===== src/rtl/truth_table_sweeper.sv =====
// Sequential truth-table characteriser for a 4-input combinational netlist:
// walks rows 0..15, settles, captures the synchronised output and grades the table.
`timescale 1ns/1ps
module truth_table_sweeper #(
  parameter int unsigned SETTLE_CYCLES = 4,
  parameter logic [15:0] EXPECTED      = 16'h1714
) (
  input  logic        clk,
  input  logic        rst_n,
  input  logic        start,
  input  logic        dut_out,
  output logic        drive_in1,
  output logic        drive_in2,
  output logic        drive_in3,
  output logic        drive_in4,
  output logic        busy,
  output logic        done,
  output logic [15:0] tt,
  output logic        pass,
  output logic [4:0]  mismatch_cnt
);

  if (SETTLE_CYCLES < 3 || SETTLE_CYCLES > 255) begin : g_bad_settle
    $error("SETTLE_CYCLES must be in 3..255");
  end

  localparam logic [7:0] SC_LAST = 8'(SETTLE_CYCLES - 1);

  typedef enum logic [1:0] {
    IDLE,
    SETTLE,
    CAPTURE,
    DONE
  } state_t;

  state_t      state, state_next;
  logic [3:0]  row;
  logic [7:0]  sc;
  logic        sync1, sync2;
  logic [15:0] tt_final;
  logic [15:0] diff;
  logic [4:0]  pop;

  always_ff @(posedge clk or negedge rst_n) begin
    if (!rst_n) begin
      sync1 <= 1'b0;
      sync2 <= 1'b0;
    end else begin
      sync1 <= dut_out;
      sync2 <= sync1;
    end
  end

  always_ff @(posedge clk or negedge rst_n) begin
    if (!rst_n) state <= IDLE;
    else        state <= state_next;
  end

  always_comb begin
    state_next = state;
    busy       = 1'b0;
    done       = 1'b0;
    case (state)
      IDLE:    if (start) state_next = SETTLE;
      SETTLE: begin
        busy = 1'b1;
        if (sc == SC_LAST) state_next = CAPTURE;
      end
      CAPTURE: begin
        busy       = 1'b1;
        state_next = (row == 4'd15) ? DONE : SETTLE;
      end
      DONE: begin
        done       = 1'b1;
        state_next = IDLE;
      end
      default: state_next = IDLE;
    endcase
  end

  // Table including the bit being captured this cycle, so the final grade
  // can be registered on the CAPTURE->DONE edge and is valid while done is high.
  always_comb begin
    tt_final              = tt;
    tt_final[4'd15 - row] = sync2;
    diff                  = tt_final ^ EXPECTED;
    pop                   = '0;
    for (int unsigned i = 0; i < 16; i++) pop = pop + 5'(diff[i]);
  end

  always_ff @(posedge clk or negedge rst_n) begin
    if (!rst_n) begin
      row          <= '0;
      sc           <= '0;
      tt           <= '0;
      pass         <= 1'b0;
      mismatch_cnt <= '0;
    end else begin
      case (state)
        IDLE: begin
          if (start) begin
            row          <= '0;
            sc           <= '0;
            tt           <= '0;
            pass         <= 1'b0;
            mismatch_cnt <= '0;
          end
        end
        SETTLE:  sc <= sc + 8'd1;
        CAPTURE: begin
          tt <= tt_final;
          if (row == 4'd15) begin
            pass         <= (tt_final == EXPECTED);
            mismatch_cnt <= pop;
          end else begin
            row <= row + 4'd1;
            sc  <= '0;
          end
        end
        DONE:    row <= '0;
        default: row <= '0;
      endcase
    end
  end

  assign {drive_in1, drive_in2, drive_in3, drive_in4} = row;

endmodule

===== config.mk =====
export PLATFORM = sky130hd
export DESIGN_NAME = truth_table_sweeper
export DESIGN_NICKNAME = d
export VERILOG_FILES = /design/src/rtl/truth_table_sweeper.sv
export SDC_FILE = /design/constraint.sdc
export NUM_CORES = 1
export LEC_CHECK = 0
export BUFFER_PORTS_ARGS = -buffer_cell sky130_fd_sc_hd__buf_2
export CAP_MARGIN = 20
export CORE_ASPECT_RATIO = 1.1
export CORE_MARGIN = 2
export CORE_UTILIZATION = 50
export DETAILED_ROUTE_END_ITERATION = 6
export GPL_TIMING_DRIVEN = 0
export PLACE_DENSITY = 0.71
export SYNTH_ARGS = -nofsm -noshare
export SYNTH_HDL_FRONTEND = slang
export SYNTH_SLANG_ARGS = --single-unit

===== constraint.sdc =====
create_clock -name clk -period 6.73 [get_ports clk]
set_input_delay 0.673 -clock clk [delete_from_list [all_inputs] [get_ports clk]]
set_output_delay 0.673 -clock clk [all_outputs]
set_load 0.02 [all_outputs]

# Yosys cells after proc, flatten, opt, wreduce, memory -nomap -nowiden
# Index checks and enable logic that the tools add are counted.
[classes]
order_cmp = 2
n_addsub = 18
div = 0
n_mul = 0
n_eq_ne = 10
reduce_logical = 11
mux = 23
bitwise_logic = 1
shift = 0
[ops]
columns = ["operator", "count"]
rows = [
  ["adder 5 x 1 -> 5 bit", 11],
  ["case mux 16 bit (2 select lines)", 1],
  ["case mux 8 bit (3 select lines)", 1],
  ["bitwise mux 16 bit", 1],
  ["equality test 16 x 13 -> 1 bit, second input constant", 1],
  ["2-to-1 mux 16 bit", 1],
  ["2-to-1 mux 8 bit", 2],
  ["case mux 4 bit (3 select lines)", 1],
  ["2-to-1 mux 5 bit", 2],
  ["case mux 5 bit (2 select lines)", 1],
  ["AND reduction 3 bit", 3],
  ["adder 8 x 1 -> 8 bit, second input constant", 1],
  ["equality test 8 x 2 -> 1 bit, second input constant", 1],
  ["2-to-1 mux 4 bit", 2],
  ["!= test 2 bit, second input constant", 4],
  ["case mux 2 bit (4 select lines)", 1],
  ["2-to-1 mux 2 bit", 3],
  ["inverter 6 bit", 1],
  ["nonzero test 3 bit", 2],
  ["adder 4 x 1 -> 5 bit", 1],
  ["less-than comparator 4 x 5 -> 1 bit, second input constant", 1],
  ["2-to-1 mux 1 bit", 5],
  ["adder 3 x 1 -> 4 bit", 1],
  ["adder 4 x 1 -> 4 bit, second input constant", 1],
  ["other kinds (14)", 16],
]
[word_totals]
latch_bits = 0
mem_count = 0
ram_bits = 0
output_inout_bits = 28
ff_bits = 38
romBits = 0

# Depth between registers and ports, before layout
[depth]
word_depth = 23
mapped_depth = 18
depth_no_buf = 18

# Worst setup path after synthesis
# Ideal clock, no wire load.
[synth_timing]
path_type = "register to register"
startpoint = "register row[3]"
endpoint = "register mismatch_cnt[2]"
path_slack_ns = 2.243
path_stages_with_launch = 17
arrival_ns = 4.404
cell_sequence = "dfrtp_1 > buf_4 > buf_2 > nor3b_1 > mux2i_1 > inv_1 > fa_1 > inv_1 > fa_1 > fa_1 > fa_1 > inv_1 > ha_1 > fa_1 > xor2_1 > nand2_1 > o21ai_0"
[synth_via]
elab_chain_len = 23
elab_cells_between_ends = 28
[synth_lines]
columns = ["element", "line", "text"]
rows = [
  ["start, declared", "37", "logic [3:0] row;"],
  ["start signal, assigned", "116", "row <= row + 4'd1;"],
  ["subtractor 4 bit", "85", "tt_final[4'd15 - row] = sync2;"],
  ["less-than comparator 4 x 5 -> 1 bit (not written as such) or greater-or-equal comparator 4 x 1 -> 1 bit (tied branches)", "85", ""],
  ["logical AND 1 bit (not written as such)", "85", ""],
  ["2-to-1 mux 1 bit (not written as such)", "85", ""],
  ["demux 1 bit (select 4 bit)", "85", ""],
  ["bitwise mux 16 bit", "85", ""],
  ["adder 1 x 1 -> 2 bit or inverter 6 bit (tied branches)", "-", ""],
  ["adder 2 x 1 -> 3 bit", "88", "for (int unsigned i = 0; i < 16; i++) pop = pop + 5'(diff[i]);"],
  ["adder 3 x 1 -> 4 bit", "88", ""],
  ["adder 4 x 1 -> 5 bit", "88", ""],
  ["adder 5 x 1 -> 5 bit (11 in a row)", "88", ""],
  ["2-to-1 mux 5 bit", "112", "if (row == 4'd15) begin"],
  ["case mux 5 bit (2 select lines)", "99", "case (state)"],
  ["end signal, assigned", "114", "mismatch_cnt <= pop;"],
  ["end, declared", "20", "output logic [4:0] mismatch_cnt"],
]
# Several ways; a longest one is shown, not always the timed one. The select of a mux whose other input is x is not followed.
# A chain may end at the register's enable or synchronous reset.

# Worst setup path in the final report
[layout_timing]
startpoint = "register row[0]"
endpoint = "register mismatch_cnt[2]"
# The elaborated chain is that of the path after synthesis.

==> results.sh <==
export IMPL_synth_top_family_by_area="adder cells"
export IMPL_hold_buffers=0
export IMPL_numCtsBuffers=5
export IMPL_seq_area_frac_synth=0.392
export IMPL_firstDrtPassIters=4
export IMPL_crit_path_max_fanout=5
export IMPL_hp_class="reg2reg"
export IMPL_cpMostUsedCell="fa_1"
export IMPL_first_global_vias=1830
export IMPL_clock_latency_ns=0.29
export IMPL_path_clk_slew_ns=0.07
export IMPL_detail_route_wl_per_cell_um=15.6
export IMPL_slew_headroom=0.430
export IMPL_portBuffers=31
export IMPL_irDropWorstVdd_v=0.000227
export IMPL_synthAdderAreaFrac=0.165
export IMPL_synth_compound_area_share=0.130
export IMPL_finalHoldViolCount=0
export IMPL_cts_buffer_depth=2
export IMPL_slowest_stage="fa_1"
export IMPL_ant_nets=0
export IMPL_grt_util_all_layers=0.205
export IMPL_htree_levels=2
export IMPL_rsz0062_at_grt="false"
export IMPL_die_area_um2=5430
export IMPL_cpPeakStageDelay_ns=0.54
export IMPL_async_flop_share=1.00
export IMPL_slew_violations=0
export IMPL_dp_cells=327
export IMPL_overflow=0
export IMPL_yosysWarningCount=0
export IMPL_tightest_slew_ns=0.855
export IMPL_tns_ns=0
export IMPL_post_cts_buffers=0
export IMPL_gp_congestion=0.799
export IMPL_wirelength_um=5230
export IMPL_critPathKind="reg2reg"
export IMPL_drive_gt1_frac=0.176
export IMPL_synthMuxAreaShare=0.0757
export IMPL_start_kind="flop"
export IMPL_synth_top_area_frac=0.392
export IMPL_drc=0
export IMPL_status="finished clean"
export IMPL_cts_resized_gates=0
export IMPL_yosys_area_share_simple=0.159
export IMPL_die_h_um=77.1
export IMPL_drt_iter0_drc=80
export IMPL_io_pin_count=32
export IMPL_seq_power_share=0.290
export IMPL_power_per_cell_area_nw_per_um2=359
export IMPL_fin_cells=335
export IMPL_synth_seq_cells=38
export IMPL_pwr_share_clk=0.197
export IMPL_avgViaCountPerCell=5.62
export IMPL_fmax_mhz=210
export IMPL_cts_root_buf="clkbuf_8"
export IMPL_crit_path_end_kind="flop"
export IMPL_p_switching_uw=438
export IMPL_required_ns=6.94
export IMPL_leakagePower_nw=1.46
export IMPL_antenna_found_initial=0
export IMPL_power_switching_share=0.442
export IMPL_fin_crit_sh=0.707
export IMPL_synth_area_um2=2430
export IMPL_cap_violations=0
export IMPL_clock_skew_final_ns=0.0104
export IMPL_p_int_uw=553
export IMPL_via_count=1883
export IMPL_avgSynthCellArea_um2=10.1
export IMPL_comb_power_share=0.512
export IMPL_fp_coreArea_um2=4650
export IMPL_yosys_area_top_type="dfrtp_1"
export IMPL_report_power_total_uw=991
export IMPL_cp_arrival_ns=4.96
export IMPL_synth_xor_area_frac=0.0216
export IMPL_synth_cells=240
export IMPL_grt_max_degree=39
export IMPL_worstPathCellList="inv_1 -> ha_1 -> nor3b_1 -> mux2i_1 -> inv_1 -> fa_1 -> inv_1 -> fa_1 -> fa_1 -> fa_1 -> inv_1 -> ha_1 -> fa_1 -> xor2_1 -> nand2_1 -> o21ai_0"
export IMPL_syn_num_nets=270
export IMPL_synth_area_leaders="dfrtp_1 39%, fa_1 8.2%, ha_1 8.2%"
export IMPL_hpwl_um=3900
export IMPL_finalSetupViolations=0
export IMPL_start_util=0.522
export IMPL_cts_tree="built"
export IMPL_die_width_um=70.5
export IMPL_fin_crit_ns=4.76
export IMPL_fin_nets=308
export IMPL_grt_pass1_wl_um=8800
export IMPL_area_delta_synth_final_pct=13.8
export IMPL_num_antenna_cells=0
export IMPL_cts_sinks=38
export IMPL_synth_edff_count=0
export IMPL_fp_row_count=26
export IMPL_synth_flop_cell="dfrtp_1"
export IMPL_synth_cell_type_count=39
==> cell usage after synthesis, types with 3 or more instances <==
library cell / count
ha_1: 16
dfrtp_1: 38
nand3b_1: 8
nor2_1: 7
inv_1: 23
a21oi_1: 10
nand3_1: 7
nand4_1: 5
o21ai_0: 19
mux2i_1: 15
mux2_2: 3
nand2_1: 28
a22o_1: 3
clkbuf_1: 7
fa_1: 10
xor2_1: 5
nor3b_1: 3
==> layout by cell type (no fill, tap or decap), types with 5 or more instances in the layout <==
cell / n
o21ai_0: 19
inv_1: 23
buf_2: 33
mux2i_1: 15
xor2_1: 5
clkbuf_8: 5
nand4_1: 5
nand3_1: 7
ha_1: 16
fa_1: 10
nand2_1: 28
a21oi_1: 10
nor2_1: 7
dfrtp_1: 38
nand3b_1: 8
clkbuf_1: 8
==> per-layer routing <==
metal	share of wire	global-route usage	vias up
met2	0.50	0.335	47
met5	0	0	-
li1	-	-	908
met4	0.018	0.0654	0
met1	0.45	0.277	921
met3	0.036	0.0329	7
==> logic make-up (layout without fill, tap and decap cells) <==
kind of cell | count (synthesis) | after routing
XOR/XNOR | 6 | 6
AND/OR/NAND/NOR | 72 | 72
buffers and inverters | 34 | 73
adder cells (fa/ha/maj) | 26 | 26
flip-flops | 38 | 38
multiplexers | 18 | 18
AO/OA/AOI/OAI | 46 | 46
==> state kept, by name, indices dropped and copies added, names as in the netlist <==
name and count:
sc 8, state 2, row 4, tt 16, pass 1, mismatch_cnt 5
sync1 1, sync2 1
==> power by group through the flow <==
stage / clock network [mW] / logic [mW] / registers [mW]
6_report: 0.195 / 0.508 / 0.288
5_1_grt: 0.211 / 0.592 / 0.293
4_1_cts: 0.200 / 0.511 / 0.287
3_5_place_dp: 0 / 0.509 / 0.292
3_3_place_gp: 0 / 0.502 / 0.290
2_1_floorplan: 0 / 0.375 / 0.306
==> area by class of cell <==
type | count | area [um2]
inverter | 23 | 86.3
buffer | 11 | 51.3
fill | 424 | 1890
clock buffer | 6 | 72.6
tap | 56 | 70.1
multi-input combinational | 168 | 1340
sequential | 38 | 951
clock inverter | 2 | 37.5
timing repair buffer | 31 | 155
==> metrics by stage <==
step / utilization / setup slack [ns] / cell area, um2 / hold slack (ns)
after global placement: 0.570 / 2.00 / 2650 / 0.335
after CTS: 0.594 / 1.94 / 2760 / 0.360
after floorplan: - / 2.24 / 2430 / 0.331
final: 0.594 / 1.97 / 2760 / 0.355
after global routing: 0.594 / 1.68 / 2760 / 0.364
after detailed placement: 0.570 / 1.97 / 2650 / 0.343
==> worst paths after layout <==
path	startpoint	end	slack [ns]	cells past startpoint
hold reg to reg	sync1$_DFF_PN0_	sync2$_DFF_PN0_	0.36	0
max in group asynchronous	rst_n	tt[6]$_DFFE_PN0P_	5.70	1
min in group asynchronous	rst_n	row[2]$_DFFE_PN0P_	0.48	1
setup / recovery	row[0]$_DFFE_PN0P_	mismatch_cnt[2]$_DFFE_PN0P_	1.97	16
setup reg to reg	row[0]$_DFFE_PN0P_	mismatch_cnt[2]$_DFFE_PN0P_	1.97	16
hold / removal	sync1$_DFF_PN0_	sync2$_DFF_PN0_	0.36	0
==> critical path, delay by kind of cell (launching register included) <==
family | cells | cell delay (ns)
mux | 1 | 0.35
xor+xnor | 1 | 0.15
buf+inv | 4 | 0.35
fa+ha+maj | 7 | 2.89
simple gates | 2 | 0.34
flops | 1 | 0.43
compound gates | 1 | 0.16
Power figures use the tool's default switching activity.
